## src/rtl/uart_tx_buffer_if.sv

```systemverilog
// Handshake bundle between the system writer, the byte buffer and the UART transmitter.
// master = system/transmitter side, slave = the buffer itself.
interface uart_tx_buffer_if #(
    parameter int DEPTH_LOG2 = 4
);
    logic [7:0]          wr_data;
    logic                wr_valid;
    logic                wr_ready;
    logic [7:0]          tx_din;
    logic                tx_flag;
    logic                tx_done;
    logic [DEPTH_LOG2:0] level;
    logic                busy;

    modport master (
        output wr_data, wr_valid, tx_done,
        input  wr_ready, tx_din, tx_flag, level, busy
    );

    modport slave (
        input  wr_data, wr_valid, tx_done,
        output wr_ready, tx_din, tx_flag, level, busy
    );
endinterface

```

## src/rtl/uart_tx_buffer.sv

```systemverilog
// Byte FIFO feeding a UART transmitter one byte per frame: pop, one-cycle launch
// pulse, then wait for the transmitter to go busy and return idle before the next pop.
module uart_tx_buffer #(
    parameter int DEPTH_LOG2 = 4
) (
    input  logic            clk,
    input  logic            rst,
    uart_tx_buffer_if.slave bus
);
    localparam int                    DEPTH    = 1 << DEPTH_LOG2;
    localparam logic [DEPTH_LOG2:0]   LVL_FULL = (DEPTH_LOG2 + 1)'(DEPTH);
    localparam logic [DEPTH_LOG2:0]   LVL_ONE  = (DEPTH_LOG2 + 1)'(1);
    localparam logic [DEPTH_LOG2:0]   LVL_ZERO = (DEPTH_LOG2 + 1)'(0);
    localparam logic [DEPTH_LOG2-1:0] PTR_ONE  = DEPTH_LOG2'(1);
    localparam logic [DEPTH_LOG2-1:0] PTR_ZERO = DEPTH_LOG2'(0);

    typedef enum logic [1:0] {
        S_IDLE      = 2'd0,
        S_KICK      = 2'd1,
        S_WAIT_BUSY = 2'd2,
        S_WAIT_DONE = 2'd3
    } state_t;

    state_t                r_state;
    state_t                w_state_nxt;
    logic [7:0]            r_mem [DEPTH];
    logic [DEPTH_LOG2-1:0] r_wr_ptr;
    logic [DEPTH_LOG2-1:0] r_rd_ptr;
    logic [DEPTH_LOG2:0]   r_level;
    logic [7:0]            r_tx_din;
    logic                  r_tx_flag;
    logic                  w_full;
    logic                  w_wr_ready;
    logic                  w_wr;
    logic                  w_pop;

    // Ready depends only on registered level, never on tx_done or wr_valid.
    assign w_full     = (r_level == LVL_FULL);
    assign w_wr_ready = ~rst & ~w_full;
    assign w_wr       = bus.wr_valid & w_wr_ready;

    // Launch sequencing: pop only when data is present and the transmitter reports idle.
    always_comb begin
        w_state_nxt = r_state;
        w_pop       = 1'b0;
        case (r_state)
            S_IDLE: begin
                if ((r_level != LVL_ZERO) && bus.tx_done) begin
                    w_pop       = 1'b1;
                    w_state_nxt = S_KICK;
                end else begin
                    w_state_nxt = S_IDLE;
                end
            end
            S_KICK: begin
                w_state_nxt = S_WAIT_BUSY;
            end
            S_WAIT_BUSY: begin
                if (!bus.tx_done) begin
                    w_state_nxt = S_WAIT_DONE;
                end else begin
                    w_state_nxt = S_WAIT_BUSY;
                end
            end
            S_WAIT_DONE: begin
                if (bus.tx_done) begin
                    w_state_nxt = S_IDLE;
                end else begin
                    w_state_nxt = S_WAIT_DONE;
                end
            end
            default: begin
                w_state_nxt = S_IDLE;
            end
        endcase
    end

    // State, pointers, level and the registered transmitter-facing outputs.
    always_ff @(posedge clk) begin
        if (rst) begin
            r_state   <= S_IDLE;
            r_wr_ptr  <= PTR_ZERO;
            r_rd_ptr  <= PTR_ZERO;
            r_level   <= LVL_ZERO;
            r_tx_din  <= 8'h00;
            r_tx_flag <= 1'b0;
        end else begin
            r_state   <= w_state_nxt;
            r_tx_flag <= w_pop;
            if (w_wr) begin
                r_wr_ptr <= r_wr_ptr + PTR_ONE;
            end
            if (w_pop) begin
                r_rd_ptr <= r_rd_ptr + PTR_ONE;
                r_tx_din <= r_mem[r_rd_ptr];
            end
            case ({w_wr, w_pop})
                2'b10:   r_level <= r_level + LVL_ONE;
                2'b01:   r_level <= r_level - LVL_ONE;
                default: r_level <= r_level;
            endcase
        end
    end

    // Storage array; contents need no reset since level gates every read.
    always_ff @(posedge clk) begin
        if (w_wr) begin
            r_mem[r_wr_ptr] <= bus.wr_data;
        end
    end

    assign bus.wr_ready = w_wr_ready;
    assign bus.tx_din   = r_tx_din;
    assign bus.tx_flag  = r_tx_flag;
    assign bus.level    = r_level;
    assign bus.busy     = (r_level != LVL_ZERO) | (r_state != S_IDLE);
endmodule

```

## src/flat_wrapper.sv

```systemverilog
// flat-port wrapper written by rule: the top's interface ports become plain ports
module uart_tx_buffer_flat 
#(
    parameter int DEPTH_LOG2 = 4
)
  (clk, rst, bus_wr_data, bus_wr_valid, bus_tx_done, bus_wr_ready, bus_tx_din, bus_tx_flag, bus_level, bus_busy);
  uart_tx_buffer_if #(.DEPTH_LOG2(DEPTH_LOG2)) bus_i ();
  input  logic clk;
  input  logic rst;
  input wire logic [$bits(bus_i.wr_data)-1:0] bus_wr_data;
  input wire logic [$bits(bus_i.wr_valid)-1:0] bus_wr_valid;
  input wire logic [$bits(bus_i.tx_done)-1:0] bus_tx_done;
  output wire logic [$bits(bus_i.wr_ready)-1:0] bus_wr_ready;
  output wire logic [$bits(bus_i.tx_din)-1:0] bus_tx_din;
  output wire logic [$bits(bus_i.tx_flag)-1:0] bus_tx_flag;
  output wire logic [$bits(bus_i.level)-1:0] bus_level;
  output wire logic [$bits(bus_i.busy)-1:0] bus_busy;
  assign bus_i.wr_data = bus_wr_data;
  assign bus_i.wr_valid = bus_wr_valid;
  assign bus_i.tx_done = bus_tx_done;
  assign bus_wr_ready = bus_i.wr_ready;
  assign bus_tx_din = bus_i.tx_din;
  assign bus_tx_flag = bus_i.tx_flag;
  assign bus_level = bus_i.level;
  assign bus_busy = bus_i.busy;
  uart_tx_buffer #(.DEPTH_LOG2(DEPTH_LOG2)) u_core (.clk(clk), .rst(rst), .bus(bus_i));
endmodule
```

## config.mk

```make
export PLATFORM = sky130hd
export DESIGN_NAME = uart_tx_buffer_flat
export DESIGN_NICKNAME = d
export VERILOG_FILES = /design/src/rtl/uart_tx_buffer_if.sv /design/src/rtl/uart_tx_buffer.sv /design/src/flat_wrapper.sv
export SDC_FILE = /design/constraint.sdc
export NUM_CORES = 1
export LEC_CHECK = 0
export ABC_AREA = 0
export BUFFER_PORTS_ARGS = -buffer_cell sky130_fd_sc_hd__clkbuf_2
export CAP_MARGIN = 15
export CORE_MARGIN = 2
export CORE_UTILIZATION = 65
export CTS_CLUSTER_DIAMETER = 120
export DETAILED_ROUTE_END_ITERATION = 8
export PLACE_DENSITY = 0.86
export SLEW_MARGIN = 20
export SYNTH_ARGS = -nofsm -noshare
export SYNTH_HDL_FRONTEND = slang
export SYNTH_SLANG_ARGS = --single-unit
```

## constraint.sdc

```tcl
create_clock -name clk -period 5.1 [get_ports clk]
set_input_delay 0.51 -clock clk [delete_from_list [all_inputs] [get_ports clk]]
set_output_delay 0.51 -clock clk [all_outputs]
set_load 0.01 [all_outputs]
```

==> qor.csv, run 1 <==
stage,metric,value,unit
synthesis,synth top area cells,"edfxtp_1 (62%), mux2i_1 (10%), dfxtp_1 (7.8%)",
synthesis,Post-synth EDFFs,128,
setup_path,WP buf/inv,1,
clocking,H-tree depth,4,
clocking,Clock transition at path regs,60,ps
clocking,TritonCTS clock tree,yes,
synthesis,most instantiated cells after synthesis,"edfxtp_1 (128), mux2i_1 (63), o22ai_1 (30)",
placement,PortBufs,27,
pwr,Sequential Power Share,46.5,%
sta,setup TNS,0,ps
synthesis,YS warnings,0,
clocking,hold_buf cts,0,
setup_path,CP Data Arrival Time,3570,ps
sta,final worst path period need,3120,ps
outcome,run status,"finished, final reports clean",
floorplan,I/O Pins,28,
global_route,Total Routing Usage GR,26.2,%
setup_path,Setup crit end kind,register,
floorplan,Starting Density,66.9,%
synthesis,Synth Register Bits,152,
sta,fin. max-slew vios,0,
floorplan,die height,102,um
pwr,Switching Fraction,28.0,%
clocking,Setup Buffers After CTS,0,
setup_path,CP max-delay cell,or4_4,
sta,Tcrit/Tclk final,61.2,%
global_route,initial antenna violation count,0,
pwr,Leakage,2.27,nW
final_layout,fin nets,453,
clocking,number of buffers created by CTS,17,
synthesis,top cell type's share of synthesized area,62.2,%
final_layout,layout cells sized above 1,16.6,%
setup_path,Max stage delay on crit path,590,ps
routing,post-route ant nets,0,
clocking,post-CTS sizing,0,
synthesis,synthesized area per cell,15.0,um2
global_route,first-pass GRT wire length,19200,um
setup_path,critical path cell sequence,or4_4 > o211a_1 > inv_1 > ha_1 > xor2_1 > ha_1 > a21oi_1 > xor2_1 > or3_1 > a21oi_1,
global_route,vias in the first global route,3544,
final_layout,synthesis-to-layout area growth,12.4,%
routing,drt wl/cell,22.1,um
placement,DPL Wire Length,7890,um
final_layout,# diodes,0,
synthesis,most frequent cell after synthesis,edfxtp_1,
setup_path,family with the most delay on the worst path,simple AND/OR/NAND/NOR gates,
sta,final setup vio count,0,
routing,overall routed net length,12700,um
placement,pre-CTS setup slack,1820,ps
clocking,Num Clock Sinks,152,
setup_path,critical path type,register to register,
synthesis,Cell variety after synth,43,
floorplan,Die W,102,um
routing,Vias,3657,
clocking,Root Driver,clkbuf_8,
pwr,maximum VDD drop,0.288,mV
sta,Worst-Margin Slew,1120,ps
routing,Pre-Repair DR Iteration Count,5,
run,max-cap violations,0,
setup_path,CP required,5550,ps
synthesis,Mapped Area,0.00618,mm2
synthesis,prevailing post-synth register cell,edfxtp_1,
clocking,Clock Latency Late Sink,530,ps
pwr,PD cells,466,mW/mm2
pwr,Int Pwr,2.33,mW
sta,Final Hold Viols,0,
final_layout,post-route cell area,0.00695,mm2
sta,Fmax,321,MHz
pwr,clock power share,36.5,%
pwr,combinational share of power,16.9,%
setup_path,startpoint types,register,
synthesis,register area share after synthesis,69.9,%
synthesis,Mapped Nets,432,
routing,DR vias/cell,6.37,
global_route,largest net degree at the start of global routing,65,
global_route,GR Overflow Total,0,
sta,unrepaired setup endpoints after global routing,no,
routing,1st-iter DRT viols,435,
sta,final worst slack,1980,ps
floorplan,die area,0.0103,mm2
placement,Area after DPL,0.00637,mm2
floorplan,Core Area,0.00924,mm2
min_path,HP Class,input port to register,
placement,routability cong.,0.891,
clocking,Max clock buf depth,2,
synthesis,"Async S/R FF share, synth",0,%
synthesis,cell count after synthesis,411,
setup_path,crit-path max FO,10,
pwr,P_sw,0.905,mW
sta,clk_skew,14.3,ps
synthesis,largest area contributor in the netlist,edfxtp_1,
routing,drt drc,0,
floorplan,Row Count,35,
sta,Max-slew headroom,25.6,%
[power groups by stage]
stage	clock network (mW)	registers, mW	logic, mW
after floorplan	0	1.51	0.372
after global placement	0	1.52	0.510
after detailed placement	0	1.53	0.532
after CTS	1.19	1.50	0.544
after global routing	1.24	1.51	0.597
final	1.18	1.51	0.548
[logic make-up after synthesis]
group                      count (synthesis)  synth area share [%]
and+or+nand+nor                           72                  6.39
DFF                                      152                  69.9
xor gates and xnor gates                   8                  1.13
buffers and inverters                     35                  2.61
AOI/OAI and AO/OA                         70                  7.18
muxes                                     65                  10.9
adders and majority gates                  9                  1.82
[final timing paths]
kind                                     startpoint                  end  slack (ps)  depth (start not counted)
worst max-delay path            u_core.bus.level[1]  u_core.bus.level[2]        1980                         10
worst min register to register    u_core.r_state[0]    u_core.r_state[1]         510                          1
worst max register to register  u_core.bus.level[1]  u_core.bus.level[2]        1980                         10
worst min-delay path                    bus_tx_done    u_core.r_state[1]         210                          2
[through the flow]
| step | hold WS (ps) | util (%) | power [mW] | cells |
|---|---|---|---|---|
| 3_3_place_gp | 471 | 68.9 | 2.03 | 542 |
| 2_1_floorplan | 456 | - | 1.88 | 411 |
| 6_report | 210 | 75.2 | 3.23 | 574 |
| 3_5_place_dp | 492 | 68.9 | 2.06 | 542 |
| 4_1_cts | 206 | 75.0 | 3.24 | 574 |
| 5_1_grt | 206 | 75.2 | 3.35 | 574 |
[sequential cells by signal, summed over array words and instances (netlist names)]
register,cells
u_core.bus.tx_flag,1
u_core.r_mem,128
u_core.bus.tx_din,8
u_core.r_rd_ptr,4
u_core.r_wr_ptr,4
u_core.bus.level,5
u_core.r_state,2
[layout by cell type (no fill, tap or decap), types with 2 or more instances in the layout]
master     instances
a211o_1            2
a21oi_1           14
a31oi_1            5
buf_4              2
bufinv_16          2
clkbuf_16         16
clkbuf_2          27
clkinv_2           5
clkinv_4           2
dfxtp_1           23
edfxtp_1         128
ha_1               9
inv_1              8
inv_6              3
mux2i_1           63
mux4_2             2
nand2_1            9
nand2b_1           4
nand3_1            3
nand3b_1           3
nor2_1            24
nor3_1             2
nor3_2             3
nor3b_1            2
nor4_1             8
o211ai_1           3
o21ai_0           10
o22ai_1           30
or3_1              2
or3b_2             3
xnor2_1            3
xor2_1             5
[per-layer routing]
| metal | track usage (%) | routed length [um] | share of wire, % |
|---|---|---|---|
| met1 | 34.4 | 5120 | 40 |
| met5 | 0 | 0 | 0 |
| met3 | 7.25 | 924 | 7.3 |
| met2 | 42.5 | 6390 | 50 |
| met4 | 9.56 | 224 | 1.8 |
[layout make-up]
| type | instances | area (um2) |
|---|---|---|
| multi-input cells | 224 | 1710 |
| repair buffers | 29 | 150 |
| inverters | 8 | 30.0 |
| flip-flops and latches | 152 | 4330 |
| well taps | 129 | 161 |
| fillers | 543 | 2290 |
| clock buffers | 18 | 418 |
| clock inverters | 14 | 148 |
(Power assumes the default switching activity.)
==> run 2: changes to the inputs <==
--- a/config.mk
+++ b/config.mk
@@ -5,14 +5,14 @@
 export SDC_FILE = /design/constraint.sdc
 export NUM_CORES = 1
 export LEC_CHECK = 0
-export ABC_AREA = 0
+export ABC_AREA = 1
 export BUFFER_PORTS_ARGS = -buffer_cell sky130_fd_sc_hd__clkbuf_2
 export CAP_MARGIN = 15
 export CORE_MARGIN = 2
-export CORE_UTILIZATION = 65
+export CORE_UTILIZATION = 55
 export CTS_CLUSTER_DIAMETER = 120
 export DETAILED_ROUTE_END_ITERATION = 8
-export PLACE_DENSITY = 0.86
+export PLACE_DENSITY = 0.77
 export SLEW_MARGIN = 20
 export SYNTH_ARGS = -nofsm -noshare
 export SYNTH_HDL_FRONTEND = slang
==> constraint.sdc (replaced) <==
create_clock -name clk -period 2.5 [get_ports clk]
set_input_delay 0.25 -clock clk [delete_from_list [all_inputs] [get_ports clk]]
set_output_delay 0.25 -clock clk [all_outputs]
set_load 0.01 [all_outputs]
==> run 2 against run 1 <==
Against the previous run:
- area after synthesis grew 8.3%
- non-clock buffer count increased by 21
- combinational power rose to 3.9 times the previous value
- worst hold slack got worse by 160 ps
- wire length increased by 14%
- critical path depth rose by 5
- clock power grew 100%
- worst setup slack worse by 1700 ps
- maximum frequency is 37% higher
- first-iteration DRC count increased by 3.4%
- clock skew down 9.1 ps
==> qor.csv, run 2 <==
stage,metric,value,unit,change
outcome,run status,"finished, final reports clean",,
sta,Max-slew headroom,56.4,%,+31 points
routing,overall routed net length,14500,um,+14%
sta,clk_skew,5.14,ps,-9.14 ps
floorplan,die area,0.0131,mm2,+27%
run,max-cap violations,0,,unchanged
sta,Final Hold Viols,0,,unchanged
setup_path,critical path cell sequence,nor2_1 > nand4_1 > nand2_2 > inv_2 > ha_1 > xor2_1 > ha_1 > inv_1 > nand2_1 > nand3_1 > nand2_1 > nand2_1 > nand2_1 > nand2_1 > a21oi_1,,
routing,Pre-Repair DR Iteration Count,5,,unchanged
sta,setup TNS,0,ps,unchanged
setup_path,most frequent CP cell,nand2_1,,
final_layout,synthesis-to-layout area growth,13.2,%,
final_layout,Fillers,959,,+77%
routing,post-route ant nets,0,,unchanged
final_layout,multi-input logic area,0.00183,mm2,+7.0%
sta,unrepaired setup endpoints after global routing,no,,
floorplan,Starting Density,56.0,%,-11 points
clocking,Max clock buf depth,2,,unchanged
synthesis,Mapped Area,0.00670,mm2,+8.3%
final_layout,total area of sequential cells,0.00433,mm2,about the same
setup_path,CP max-delay cell,dfxtp_1,,
sta,fin. max-slew vios,0,,unchanged
sta,final worst path period need,2270,ps,-850 ps
sta,Fmax,441,MHz,+37%
synthesis,register area share after synthesis,64.6,%,-5.3 points
placement,DPL Wire Length,9030,um,+14%
global_route,initial antenna violation count,0,,unchanged
sta,Tcrit/Tclk final,90.8,%,+30 points
setup_path,family with the most delay on the worst path,simple AND/OR/NAND/NOR gates,,
synthesis,synthesized area per cell,9.76,um2,-35%
final_layout,Biggest register,u_core.r_mem,,
setup_path,Setup crit end kind,register,,
pwr,maximum VDD drop,0.595,mV,+110%
min_path,HP Class,input port to register,,
sta,Worst-Margin Slew,652,ps,-464 ps
clocking,Setup Buffers After CTS,0,,unchanged
final_layout,post-route cell area,0.00758,mm2,+9.0%
synthesis,YS warnings,0,,unchanged
placement,Area after DPL,0.00704,mm2,+10%
synthesis,most frequent cell after synthesis,nand2_1,,
clocking,number of buffers created by CTS,17,,unchanged
clocking,Num Clock Sinks,152,,unchanged
routing,Vias,4668,,+28%
clocking,H-tree depth,4,,unchanged
floorplan,die height,114,um,+13%
final_layout,max reg flops,128,,unchanged
floorplan,Row Count,40,,+14%
global_route,Total Routing Usage GR,24.1,%,-2.2 points
placement,PortBufs,27,,unchanged
synthesis,cell count after synthesis,686,,+67%
final_layout,layout cells sized above 1,11.8,%,-4.8 points
clocking,Clock transition at path regs,60,ps,about the same
sta,final setup vio count,0,,unchanged
setup_path,WP buf/inv,2,,+1
setup_path,CP required,2850,ps,-2700 ps
synthesis,Synth Register Bits,152,,unchanged
global_route,largest net degree at the start of global routing,57,,-12%
floorplan,Die W,114,um,+13%
floorplan,I/O Pins,28,,unchanged
setup_path,critical path type,register to register,,
placement,pre-CTS setup slack,356,ps,-1470 ps
global_route,first-pass GRT wire length,23200,um,+20%
routing,drt wl/cell,16.4,um,-26%
clocking,TritonCTS clock tree,yes,,
global_route,vias in the first global route,4519,,+28%
pwr,Total Power,7.51,mW,+130%
routing,1st-iter DRT viols,450,,+3.4%
synthesis,prevailing post-synth register cell,edfxtp_1,,
floorplan,Core Area,0.0120,mm2,+29%
synthesis,Post-synth EDFFs,128,,unchanged
routing,DR vias/cell,5.28,,-17%
routing,drt drc,0,,unchanged
placement,routability cong.,0.900,,+0.99%
setup_path,Max stage delay on crit path,360,ps,-230 ps
setup_path,crit-path max FO,8,,-2
final_layout,"commonest non-fill, non-tap cell in the layout",nand2_1,,
synthesis,synth top area cells,"edfxtp_1 (57%), nand2_1 (13%), dfxtp_1 (7.2%)",,
synthesis,"Async S/R FF share, synth",0,%,unchanged
clocking,hold_buf cts,0,,unchanged
synthesis,largest area contributor in the netlist,edfxtp_1,,
global_route,GR Overflow Total,0,,unchanged
final_layout,"commonest non-fill, non-tap cells in the layout","nand2_1 (232), edfxtp_1 (128), nand3_1 (96)",,
final_layout,# diodes,0,,unchanged
sta,final worst slack,231,ps,-1750 ps
pwr,Leakage,3.29,nW,+45%
setup_path,startpoint types,register,,
clocking,Clock Latency Late Sink,420,ps,-110 ps
clocking,post-CTS sizing,0,,unchanged
synthesis,most instantiated cells after synthesis,"nand2_1 (232), edfxtp_1 (128), nand3_1 (96)",,
synthesis,Mapped Nets,707,,+64%
pwr,PD cells,992,mW/mm2,+110%
setup_path,CP Data Arrival Time,2620,ps,-950 ps
final_layout,fin nets,747,,+65%
synthesis,top cell type's share of synthesized area,57.4,%,-4.8 points
synthesis,Cell variety after synth,28,,-35%
clocking,Root Driver,clkbuf_16,,
[run 2: worst paths after layout]
kind	start	endpoint	slack, ps	cells after the start
setup / recovery	u_core.bus.level[0]	u_core.bus.level[4]	230	15
hold / removal	bus_tx_done	u_core.r_state[1]	50	2
setup reg to reg	u_core.bus.level[0]	u_core.bus.level[4]	230	15
hold reg to reg	u_core.r_state[0]	u_core.r_state[1]	470	1
[run 2: layer usage]
layer	routed length (um)	vias to the layer above	GRT usage [%]
li1	-	2293	-
met1	6190	2209	30.3
met2	7220	146	40.0
met3	843	20	5.88
met4	234	0	10.1
met5	0	-	0
[run 2: final cells by class]
| class | instances | area share, % |
|---|---|---|
| Clock inverter | 12 | 1.47 |
| Tap cell | 147 | 2.43 |
| Multi-Input combinational cell | 409 | 24.2 |
| Timing Repair Buffer | 50 | 4.39 |
| Clock buffer | 18 | 5.66 |
| Inverter | 96 | 4.76 |
| Sequential cell | 152 | 57.1 |
[run 2: logic make-up (layout without fill, tap and decap cells)]
logic type,Yosys count,in the layout,synth area share [%]
flip-flops,152,152,64.6
buffers and inverters,125,176,8.04
AND/OR/NAND/NOR,373,373,23.2
XOR/XNOR,6,6,0.785
AO/OA/AOI/OAI,21,21,1.72
adder cells (fa/ha/maj),9,9,1.68
[run 2: through the flow]
| step | hold WS (ps) | utilization (%) | instances |
|---|---|---|---|
| detailed placement | 466 | 58.8 | 854 |
| finish | 52.0 | 63.3 | 884 |
| floorplan | 349 | - | 686 |
| global placement | 431 | 58.8 | 854 |
| global route | 67.7 | 63.3 | 884 |
| CTS | 48.1 | 63.3 | 884 |
[run 2: power breakdown]
part           internal (mW)  leakage (nW)  switching [mW]
logic                  0.722          1.68            1.39
registers               2.90          1.35           0.142
clock network           1.43         0.263           0.932
total                   5.05          3.29            2.46
==> run 3: changes to the inputs <==
--- a/config.mk
+++ b/config.mk
@@ -10,8 +10,9 @@
 export CAP_MARGIN = 15
 export CORE_MARGIN = 2
 export CORE_UTILIZATION = 55
-export CTS_CLUSTER_DIAMETER = 120
+export CTS_CLUSTER_DIAMETER = 40
 export DETAILED_ROUTE_END_ITERATION = 8
+export GPL_TIMING_DRIVEN = 0
 export PLACE_DENSITY = 0.77
 export SLEW_MARGIN = 20
 export SYNTH_ARGS = -nofsm -noshare
==> run 3 against run 2 <==
Against the previous run:
- global-route usage is 0.55 points higher
- die area unchanged
- critical endpoint unchanged
- largest power group unchanged
- sequential share of layout area fell by 0.066 points
- design area increased by 0.12%
- utilization up 0.073 points
==> qor.csv, run 3 (synthesis results as in run 2) <==
stage,metric,value,unit,change
outcome,run status,"finished, final reports clean",,
final_layout,max reg flops,128,,unchanged
pwr,Leakage,3.27,nW,-0.76%
placement,pre-CTS setup slack,155,ps,-201 ps
setup_path,CP required,2870,ps,+20 ps
final_layout,post-route cell area,0.00758,mm2,+0.12%
final_layout,# diodes,0,,unchanged
setup_path,critical path type,register to register,,
setup_path,CP Data Arrival Time,2630,ps,about the same
sta,Max-slew headroom,43.5,%,-13 points
routing,drt wl/cell,16.8,um,+2.4%
floorplan,die height,114,um,unchanged
placement,PortBufs,26,,-3.7%
setup_path,critical path cell sequence,or2_4 > nor2_4 > nand2_2 > inv_2 > buf_6 > ha_4 > xor2_2 > ha_1 > inv_1 > nand2_1 > nand3_1 > nand2_1 > nand2_1 > nand2_1 > nand2_1 > a21oi_1,,
min_path,hold path cells,2,,unchanged
final_layout,layout cells sized above 1,12.6,%,+0.83 points
setup_path,reg2reg path depth,16,,+1
routing,Pre-Repair DR Iteration Count,5,,unchanged
pwr,maximum VDD drop,0.516,mV,-13%
sta,hold_ws,17.1,ps,-34.9 ps
setup_path,most frequent CP cell,nand2_1,,
clocking,Root Driver,clkbuf_16,,
clocking,Num Clock Sinks,152,,unchanged
routing,overall routed net length,15000,um,+3.2%
sta,Fmax,441,MHz,+0.15%
pwr,Total Power,7.69,mW,+2.3%
routing,DR vias/cell,5.37,,+1.7%
sta,Tcrit/Tclk final,90.6,%,-0.13 points
placement,Area after DPL,0.00701,mm2,-0.37%
clocking,TritonCTS clock tree,yes,,
setup_path,crit-path max FO,11,,+3
sta,clk_skew,10.7,ps,+5.60 ps
clocking,Clock transition at path regs,60,ps,about the same
floorplan,Starting Density,56.0,%,unchanged
clocking,H-tree depth,4,,unchanged
floorplan,Core Area,0.0120,mm2,unchanged
routing,Vias,4785,,+2.5%
clocking,Setup Buffers After CTS,0,,unchanged
global_route,M1 GR Usage,32.0,%,+1.7 points
global_route,gr busiest metal,met2,,
floorplan,I/O Pins,28,,unchanged
sta,Worst-Margin Slew,844,ps,+192 ps
final_layout,synthesis-to-layout area growth,13.3,%,
clocking,number of buffers created by CTS,17,,unchanged
final_layout,"commonest non-fill, non-tap cell in the layout",nand2_1,,
clocking,Max clock buf depth,2,,unchanged
final_layout,Fillers,932,,-2.8%
routing,post-route ant nets,0,,unchanged
sta,Final Hold Viols,0,,unchanged
setup_path,flop-to-flop setup slack,230,ps,about the same
final_layout,fin nets,752,,+0.67%
final_layout,Finished Layout Cells,891,,+0.79%
global_route,GR Util met2,38.8,%,-1.2 points
run,max-cap violations,0,,unchanged
sta,setup TNS,0,ps,unchanged
final_layout,Biggest register,u_core.r_mem,,
global_route,GR Overflow Total,0,,unchanged
sta,final worst slack,234,ps,+3.32 ps
sta,final setup vio count,0,,unchanged
routing,drt drc,0,,unchanged
final_layout,"commonest non-fill, non-tap cells in the layout","nand2_1 (232), edfxtp_1 (128), nand3_1 (96)",,
floorplan,die area,0.0131,mm2,unchanged
global_route,first-pass GRT wire length,23400,um,+1.1%
placement,routability cong.,0.964,,+7.2%
sta,final worst path period need,2270,ps,-3.32 ps
routing,1st-iter DRT viols,435,,-3.3%
final_layout,Final Util,63.4,%,+0.073 points
floorplan,Die W,114,um,unchanged
clocking,Clock Latency Late Sink,440,ps,+20 ps
floorplan,Row Count,40,,unchanged
sta,unrepaired setup endpoints after global routing,no,,
global_route,largest net degree at the start of global routing,17,,-70%
setup_path,Max stage delay on crit path,320,ps,-40 ps
min_path,HP Class,input port to register,,
pwr,PD cells,1010,mW/mm2,+2.2%
global_route,Total Routing Usage GR,24.6,%,+0.55 points
setup_path,Setup crit end kind,register,,
setup_path,startpoint types,register,,
global_route,vias in the first global route,4532,,+0.29%
placement,DPL Wire Length,10100,um,+12%
sta,fin. max-slew vios,0,,unchanged
global_route,GR Util met3,6.41,%,+0.53 points
placement,placed insts,859,,+0.59%
setup_path,CP max-delay cell,dfxtp_1,,
global_route,initial antenna violation count,0,,unchanged
-- run 3: path summary, 6_finish.rpt --
check | start | endpoint
worst max-delay path | u_core.r_state[1] | u_core.bus.level[4]
worst min-delay path | bus_tx_done | u_core.r_state[1]
worst max register to register | u_core.r_state[1] | u_core.bus.level[4]
worst min register to register | u_core.r_state[0] | u_core.r_state[1]
-- run 3: where the power goes --
group / switching (mW) / internal, mW
Clock: 1.02 / 1.37
Combinational: 1.48 / 0.801
Sequential: 0.110 / 2.90
Total: 2.61 / 5.07
-- run 3: timing repair --
action / in CTS / in global routing
setup endpoints to repair: 0 / 1
resized for setup: 0 / 4
hold buffers: 0 / 0
-- run 3: metal layers --
metal | routed length, um | share of wire (%)
met1 | 6090 | 41
met2 | 7090 | 47
met3 | 1220 | 8.2
met4 | 552 | 3.7
met5 | 0 | 0
-- run 3: final cells by class --
type                            count  area, um2  area share, %
Tap cell                          147        184           2.42
Buffer                             29        178           2.34
Clock buffer                       19        433           5.71
Timing Repair Buffer               26        130           1.72
Multi-Input combinational cell    409       1850           24.4
Sequential cell                   152       4330           57.0
Inverter                           96        360           4.75
Clock inverter                     13        121           1.60
-- run 3: critical path, delay by kind of cell, from the launching register on --
family | cells | cell delay [ps]
DFF | 1 | 320
and+or+nand+nor | 9 | 920
adders and majority gates | 2 | 360
AOI/OAI and AO/OA | 1 | 110
xor gates and xnor gates | 1 | 190
buffers and inverters | 3 | 300
